$ cat src/rtl/tt_sweeper_pkg.sv
// Shared definitions for the truth-table sweeper: FSM encodings and MISR constants.
package tt_sweeper_pkg;

  typedef enum logic {
    ST_IDLE  = 1'b0,
    ST_SWEEP = 1'b1
  } state_e;

  localparam logic [15:0] MISR_SEED = 16'hFFFF;
  // Feedback taps 16,14,13,11 -> register bits 15,13,12,10.
  localparam logic [15:0] MISR_TAPS = 16'hB400;

endpackage

$ cat src/rtl/misr16.sv
// 16-bit MISR: clr reloads the seed, en folds one response word into the signature.
module misr16
  import tt_sweeper_pkg::*;
(
  input  logic        clk,
  input  logic        rst,
  input  logic        clr,
  input  logic        en,
  input  logic [15:0] din,
  output logic [15:0] sig
);

  logic [15:0] sig_q;
  logic [15:0] sig_d;
  logic        fb;

  always_comb begin
    fb    = ^(sig_q & MISR_TAPS);
    sig_d = sig_q;
    if (clr) begin
      sig_d = MISR_SEED;
    end else if (en) begin
      sig_d = {sig_q[14:0], fb} ^ din;
    end
  end

  always_ff @(posedge clk or posedge rst) begin
    if (rst) begin
      sig_q <= MISR_SEED;
    end else begin
      sig_q <= sig_d;
    end
  end

  assign sig = sig_q;

endmodule

$ cat src/rtl/tt_sweeper.sv
// Exhaustive truth-table sweeper: steps dut_in through all 2^N values, holds each
// for SETTLE cycles, and captures dut_out into table_out and a MISR signature.
module tt_sweeper
  import tt_sweeper_pkg::*;
#(
  parameter int N      = 4,
  parameter int M      = 1,
  parameter int SETTLE = 2
) (
  input  logic                 clk,
  input  logic                 rst,
  input  logic                 start,
  output logic [N-1:0]         dut_in,
  input  logic [M-1:0]         dut_out,
  output logic                 busy,
  output logic                 done,
  output logic [(2**N)*M-1:0]  table_out,
  output logic [15:0]          signature
);

  localparam int          TW       = (2**N) * M;
  localparam logic [7:0]  CNT_LAST = 8'(SETTLE - 1);
  localparam logic [N-1:0] VEC_ONE = N'(1);
  localparam logic [N-1:0] VEC_MAX = '1;

  state_e        state_q;
  logic [N-1:0]  vec_q;
  logic [7:0]    cnt_q;
  logic [TW-1:0] table_q;
  logic          done_q;

  logic          accept;
  logic          capture;
  logic [15:0]   misr_din;

  // start is only honoured in IDLE; a sweep cannot be restarted or aborted.
  assign accept   = (state_q == ST_IDLE) && start;
  assign capture  = (state_q == ST_SWEEP) && (cnt_q == CNT_LAST);
  assign misr_din = 16'(dut_out);

  always_ff @(posedge clk or posedge rst) begin
    if (rst) begin
      state_q <= ST_IDLE;
      vec_q   <= '0;
      cnt_q   <= '0;
      table_q <= '0;
      done_q  <= 1'b0;
    end else begin
      done_q <= 1'b0;
      case (state_q)
        ST_IDLE: begin
          if (start) begin
            vec_q   <= '0;
            cnt_q   <= '0;
            table_q <= '0;
            state_q <= ST_SWEEP;
          end
        end
        ST_SWEEP: begin
          if (cnt_q != CNT_LAST) begin
            cnt_q <= cnt_q + 8'd1;
          end else begin
            cnt_q <= '0;
            table_q[int'(vec_q) * M +: M] <= dut_out;
            // The last vector stays on dut_in after completion; no wrap to 0.
            if (vec_q == VEC_MAX) begin
              state_q <= ST_IDLE;
              done_q  <= 1'b1;
            end else begin
              vec_q <= vec_q + VEC_ONE;
            end
          end
        end
        default: state_q <= ST_IDLE;
      endcase
    end
  end

  misr16 u_misr (
    .clk (clk),
    .rst (rst),
    .clr (accept),
    .en  (capture),
    .din (misr_din),
    .sig (signature)
  );

  assign dut_in    = vec_q;
  assign busy      = (state_q == ST_SWEEP);
  assign done      = done_q;
  assign table_out = table_q;

endmodule

$ cat config.mk
export PLATFORM = sky130hd
export DESIGN_NAME = tt_sweeper
export DESIGN_NICKNAME = d
export VERILOG_FILES = /design/src/rtl/tt_sweeper_pkg.sv /design/src/rtl/misr16.sv /design/src/rtl/tt_sweeper.sv
export SDC_FILE = /design/constraint.sdc
export NUM_CORES = 1
export LEC_CHECK = 0
export ABC_AREA = 0
export CORE_MARGIN = 2
export CORE_UTILIZATION = 45
export CTS_CLUSTER_DIAMETER = 200
export DETAILED_ROUTE_END_ITERATION = 12
export DONT_BUFFER_PORTS = 1
export PLACE_DENSITY = 0.62
export SLEW_MARGIN = 10
export SYNTH_ARGS = -nofsm -noshare
export SYNTH_HDL_FRONTEND = slang
export SYNTH_HIERARCHICAL = 1
export SYNTH_SLANG_ARGS = --single-unit
$ cat constraint.sdc
create_clock -name clk -period 4 [get_ports clk]
set_input_delay 0.6 -clock clk [delete_from_list [all_inputs] [get_ports clk]]
set_output_delay 0.6 -clock clk [all_outputs]
set_load 0.1 [all_outputs]
==> results.toml, run 1 <==
[clock_network]
cts_hold_buf = 0
post_cts_resized = 0
cts.htree.levels = 2
post_cts_buffers = 0
root_buffer = "clkbuf_8"
clkTransAtPathRegs_ps = 90
numClockSinks = 46
cts_buffer_depth = 2
cts-buffers-inserted = 5
cts_tree = "built"
clock_latency_ps = 300

[floorplanning]
die_x_um = 80.61
rows = 27
core_um2 = 5574
die_h_um = 80.61
dieArea_um2 = 6498
io_pins = 42
initial_core_util_pct = 47.38

[layout]
syn_to_final_growth_pct = 9.332
final_common_cell = "dfrtp_1"
seq_area_um2 = 1171
drive_gt1_share_pct = 19.66
mostFrequentLayoutCells = "dfrtp_1 (30), nor2_1 (27), nand2_1 (23), a21oi_1 (20), xnor2_1 (19)"
fillers = 534
final_design_area_no_fill_um2 = 2888
nNetsFinal = 306
multi_input_area_um2 = 1429
n_antenna_cell = 0

[drt]
wl_per_cell_um = 15.29
via_count = 1970
drtIter0Drc = 104
drt-pass1-iter-count = 4
drc = 0
routed_wl_mm = 5.612
ant_nets = 0
via_per_inst = 5.368

[setup_path]
crit_arrival_ps = 2700
r2r_slack_ps = 1540
path_delay_family = "simple AND/OR/NAND/NOR gates"
r2r_cells = 7
worstPathRequired_ps = 4230
cp-endpoint = "table_out[12]"
crit_slowest_cell = "dfrtp_1"
worstSetupStartpoint = "dut_in[1]"
worstSetupPathType = "register to register"
cp.buffers_inverters = 1
crit_chain = "buf_4, nor3_1, ha_1, nor4_1, nand4_2, nor3b_2, mux2i_1"
slowest_delay_ps = 370
cp_num_cells = 7
timing.rr.start = "dut_in[1]"
crit_path_max_fanout = 10
start_kind = "register"
r2r-end = "table_out[12]"
end_kind = "register"

[sta]
fin_ws_ps = 1535
tightest_slew_ps = 981.3
fin_setup_tns_ps = 0
finalSetupViolCount = 0
fin_crit_sh_pct = 61.61
report.final.slew_viol_count = 0
rsz0062_at_grt = "no"
period_minus_slack_ps = 2465
final.setup_skew_ps = 8.133
maxSlewHeadroom_pct = 34.58
fmax_ghz = 0.4058
hold_viol_final = 0

[grt]
grt_pass1_wl_mm = 9.425
grt_max_degree = 38
track_usage_pct = 18.93
antenna_found_initial = 0
overflow = 0
grt_pass1_vias = 1889

[synthesis]
ys_seq_area_share_pct = 44.34
synth-compound-area-share_pct = 13.93
synthFlopType = "dfrtp_1"
ys_warn_count = 6
syn_inst = 279
synthMuxAreaShare_pct = 1.326
async_reset_ff_share_pct = 100.0
syn_area_um2 = 2641
synth_edf_count = 0
synthXorXnorAreaFrac_pct = 7.816
synth_seq_cells = 46
synthAdderAreaFrac_pct = 3.790
synth_cell_types = 52
synth_area_per_cell_um2 = 9.467
synth-simple-area-share_pct = 25.11
synth_top_family_by_area = "simple AND/OR/NAND/NOR gates"

[power]
power_mw = 2.458
ir_drop_v = 0.0003483
p_leak_nw = 1.233
cellPowerDensity_nw_per_um2 = 851.2

[status]
status = "completed"

[place]
gp_congestion = 0.7949
place.detailed.hpwl_mm = 3.956
pre_cts_slack_ps = 1573
io_buffers = 0
dpl-instance-area_um2 = 2776

[worst_hold_path]
hold_path_class = "input port to asynchronous set/reset pin"

[run]
maxCapViolCount = 0
[layer usage]
layer / part of all wire [%] / global-route usage, % / up-vias / routed length, µm
li1: - / - / 989 / -
met1: 49 / 26.98 / 923 / 2746
met2: 43 / 26.75 / 50 / 2399
met3: 6.8 / 6.404 / 8 / 382
met4: 1.5 / 6.102 / 0 / 83
met5: 0 / 0 / - / 0
[synth_stat cells (2+ instances only)]
cell type | count | share of area [%]
dfrtp_1 | 30 | 28
a21oi_1 | 20 | 3.8
xor2_1 | 2 | 0.66
mux2i_1 | 2 | 0.76
o211ai_1 | 13 | 3.7
nand4_2 | 2 | 0.95
or2_2 | 16 | 3.8
nor2_1 | 27 | 3.8
or3_1 | 3 | 0.71
and2_1 | 3 | 0.71
o2bb2ai_1 | 2 | 0.66
ha_1 | 8 | 3.8
nor3_1 | 4 | 0.76
clkbuf_1 | 6 | 0.85
or2b_1 | 2 | 0.57
o31ai_1 | 4 | 1.1
nand3b_1 | 4 | 1.1
nand4_1 | 5 | 1.2
nand2_1 | 23 | 3.3
buf_2 | 6 | 1.1
and3_1 | 3 | 0.71
a41oi_1 | 2 | 0.66
dfstp_2 | 16 | 16
xnor2_1 | 19 | 6.3
a31oi_1 | 4 | 0.95
o21ai_0 | 9 | 1.7
inv_1 | 10 | 1.4
nand3_1 | 10 | 1.9
[final cells by class]
type,count,share of cell area (%)
Multi-Input combinational cell,224,49.48
Sequential cell,46,40.55
Clock buffer,8,3.856
Tap cell,72,3.120
Timing Repair Buffer,6,1.560
Inverter,11,1.430
[worst register-to-register path: stages (launching register included)]
cell	delay, ps
dfrtp_1	370
buf_4	250
nor3_1	210
ha_1	340
nor4_1	370
nand4_2	340
nor3b_2	320
mux2i_1	190
[cell families after synthesis]
group	after synthesis
flops	46
mux	3
buf+inv	23
xor+xnor	22
compound gates	59
other cells	1
simple gates	117
fa+ha+maj	8
[per-stage QoR]
stage               utilization, %  std cells  hold WS (ps)
floorplan                        -        293         505.8
finish                       51.81        367         252.5
detailed placement           49.81        359         550.9
global route                 51.81        367         272.1
global placement             49.81        359         544.5
CTS                          51.81        367         269.5
[registers in the layout (all words and copies together), names as in the netlist]
signal      count
u_misr/sig     16
busy            1
cnt_q           8
done            1
table_out      16
dut_in          4
[report_power, final]
part	total [mW]	leakage, nW	switching [mW]	internal (mW)
Sequential	1.32	0.542	0.676	0.648
Clock	0.332	0.0566	0.154	0.179
Combinational	0.802	0.634	0.479	0.323
[how the worst min path moves through the flow]
stage          slack, ps  cells past startpoint             to
3_3_place_gp         540                      1       cnt_q[0]
6_report             250                      2  table_out[13]
4_1_cts              270                      2  table_out[13]
2_1_floorplan        510                      1       cnt_q[0]
3_5_place_dp         550                      1       cnt_q[0]
5_1_grt              270                      2  table_out[13]
Note: power is estimated with default switching activity, not from simulation.
==> run 2, diff against run 1 <==
PLACE_DENSITY = 0.64   (was 0.62)
clock period = 2.1 ns   (was 4 ns; I/O delays follow)
==> run 2 against run 1 <==
Effect of this change: cell area up 9.3%; maximum frequency up 23%; sequential share of layout area down 3.0 points; final cell count up 7.9%; clock power up 65%; count of clock-buffer cells in the layout down 2; utilization up 4.8 points.
==> results.toml, run 2 (synthesized netlist as in run 1, its figures left out) <==
[power]
ir_drop_v = 0.0008471
cellPowerDensity_nw_per_um2 = 1527
p_sw_share_pct = 53.67
p_leak_nw = 1.363
comb_power_share_pct = 40.2
seq_power_share_pct = 48.5
p_sw_mw = 2.585
power_frac_clock_pct = 11.3
p_int_mw = 2.232

[worst_hold_path]
hold_path_class = "input port to asynchronous set/reset pin"

[floorplanning]
rows = 27
die_x_um = 80.61
initial_core_util_pct = 47.38
die_h_um = 80.61
core_um2 = 5574
io_pins = 42
dieArea_um2 = 6498

[layout]
fillers = 518
syn_to_final_growth_pct = 19.47
n_antenna_cell = 0
fin_cells = 396
nNetsFinal = 335
mostFrequentLayoutCells = "buf_4 (35), nor2_1 (27), dfrtp_1 (25), nand2_1 (23), a21oi_1 (20)"
final_common_cell = "buf_4"
drive_gt1_share_pct = 29.94

[clock_network]
cts_buffer_depth = 2
root_buffer = "clkbuf_8"
cts_tree = "built"
clkTransAtPathRegs_ps = 90
numClockSinks = 46
cts-buffers-inserted = 5
cts.htree.levels = 2
clock_latency_ps = 300
cts_hold_buf = 0

[setup_path]
path_delay_family = "simple AND/OR/NAND/NOR gates"
start_kind = "register"
worstPathRequired_ps = 2320
crit_slowest_cell = "dfrtp_4"
worstSetupPathType = "register to register"
cp.buffers_inverters = 0
crit_path_max_fanout = 9
slowest_delay_ps = 540
crit_arrival_ps = 2230
end_kind = "register"
crit_chain = "nor3_4, ha_4, nor4_4, nand4_4, nor3b_2, mux2i_1"

[sta]
hold_viol_final = 0
finalSetupViolCount = 0
tightest_slew_ps = 788.4
fin_setup_tns_ps = 0
report.final.slew_viol_count = 0
rsz0062_at_grt = "yes"
final.setup_skew_ps = 9.430
fmax_ghz = 0.4992
maxSlewHeadroom_pct = 47.38
fin_crit_sh_pct = 95.39
period_minus_slack_ps = 2003

[grt]
antenna_found_initial = 0
grt_pass1_wl_mm = 9.901
use_met3_pct = 5.169
overflow = 0
busiest_layer = "met2"
grt_pass1_vias = 2019
use_met2_pct = 30.50
track_usage_pct = 19.64
grt_util_met1_pct = 26.98
grt_max_degree = 21

[place]
place.detailed.hpwl_mm = 4.272
io_buffers = 0
dp.cells = 387
gp_congestion = 0.8645

[drt]
routed_wl_mm = 5.809
drtIter0Drc = 129
drt-pass1-iter-count = 4
via_count = 2052
drc = 0
ant_nets = 0
via_per_inst = 5.182
wl_per_cell_um = 14.67

[status]
status = "completed"

[run]
maxCapViolCount = 0
-- run 2: final cells by class --
type,count,area (µm²),share of cell area [%]
clock inverters,2,13.76,0.4362
well taps,72,90.09,2.855
repair buffers,35,262.8,8.327
inverters,11,41.29,1.308
flip-flops and latches,46,1185,37.55
clock buffers,6,72.57,2.300
multi-input cells,224,1490,47.22
-- run 2: path summary, 6_finish.rpt --
check | startpoint | slack (ps) | cells past startpoint | endpoint
worst max register to register | dut_in[0] | 100 | 6 | table_out[12]
min in group clk | dut_out | 140 | 2 | table_out[12]
worst max-delay path | dut_in[0] | 100 | 6 | table_out[12]
max in group asynchronous | rst | 1410 | 2 | table_out[12]
worst min register to register | table_out[13] | 530 | 2 | table_out[13]
worst min-delay path | rst | 40 | 1 | dut_in[0]
-- run 2: metal layers --
metal | share of wire, % | vias to the layer above
met4 | 1.6 | 0
li1 | - | 1044
met5 | 0 | -
met3 | 4.5 | 9
met2 | 46 | 38
met1 | 47 | 961
-- run 2: per-stage QoR --
step	utilization [%]	total power, mW	setup WS [ps]	hold slack [ps]	instance area, µm²
2_1_floorplan	-	3.900	-20.82	405.7	2780
3_3_place_gp	54.88	4.234	130.0	402.8	3059
3_5_place_dp	54.88	4.270	99.11	392.8	3059
4_1_cts	56.43	4.827	60.32	55.94	3146
5_1_grt	56.61	5.103	-36.02	105.9	3156
6_report	56.61	4.818	96.71	35.54	3156
-- run 2: worst register-to-register path: stages (launching register included) --
cell,delay (ps)
dfrtp_4,540
nor3_4,230
ha_4,250
nor4_4,210
nand4_4,230
nor3b_2,260
mux2i_1,200
-- run 2: power by group through the flow --
| stage | sequential, mW | combinational (mW) | clock [mW] |
|---|---|---|---|
| final | 2.34 | 1.94 | 0.547 |
| after global routing | 2.39 | 2.12 | 0.594 |
| after CTS | 2.34 | 1.93 | 0.560 |
| after detailed placement | 2.35 | 1.92 | 0 |
| after global placement | 2.34 | 1.89 | 0 |
| after floorplan | 2.67 | 1.23 | 0 |
-- run 2: repair_timing --
item	in CTS	in global routing
resized for setup	0	1
endpoints found under the hold margin	0	0
setup buffers	0	1
setup endpoints to repair	0	5
==> run 3, diff against run 2 <==
SLEW_MARGIN = unset   (was 10)
==> results of run 3 <==
Final layout, timing and power as in run 2 (identical DEF).
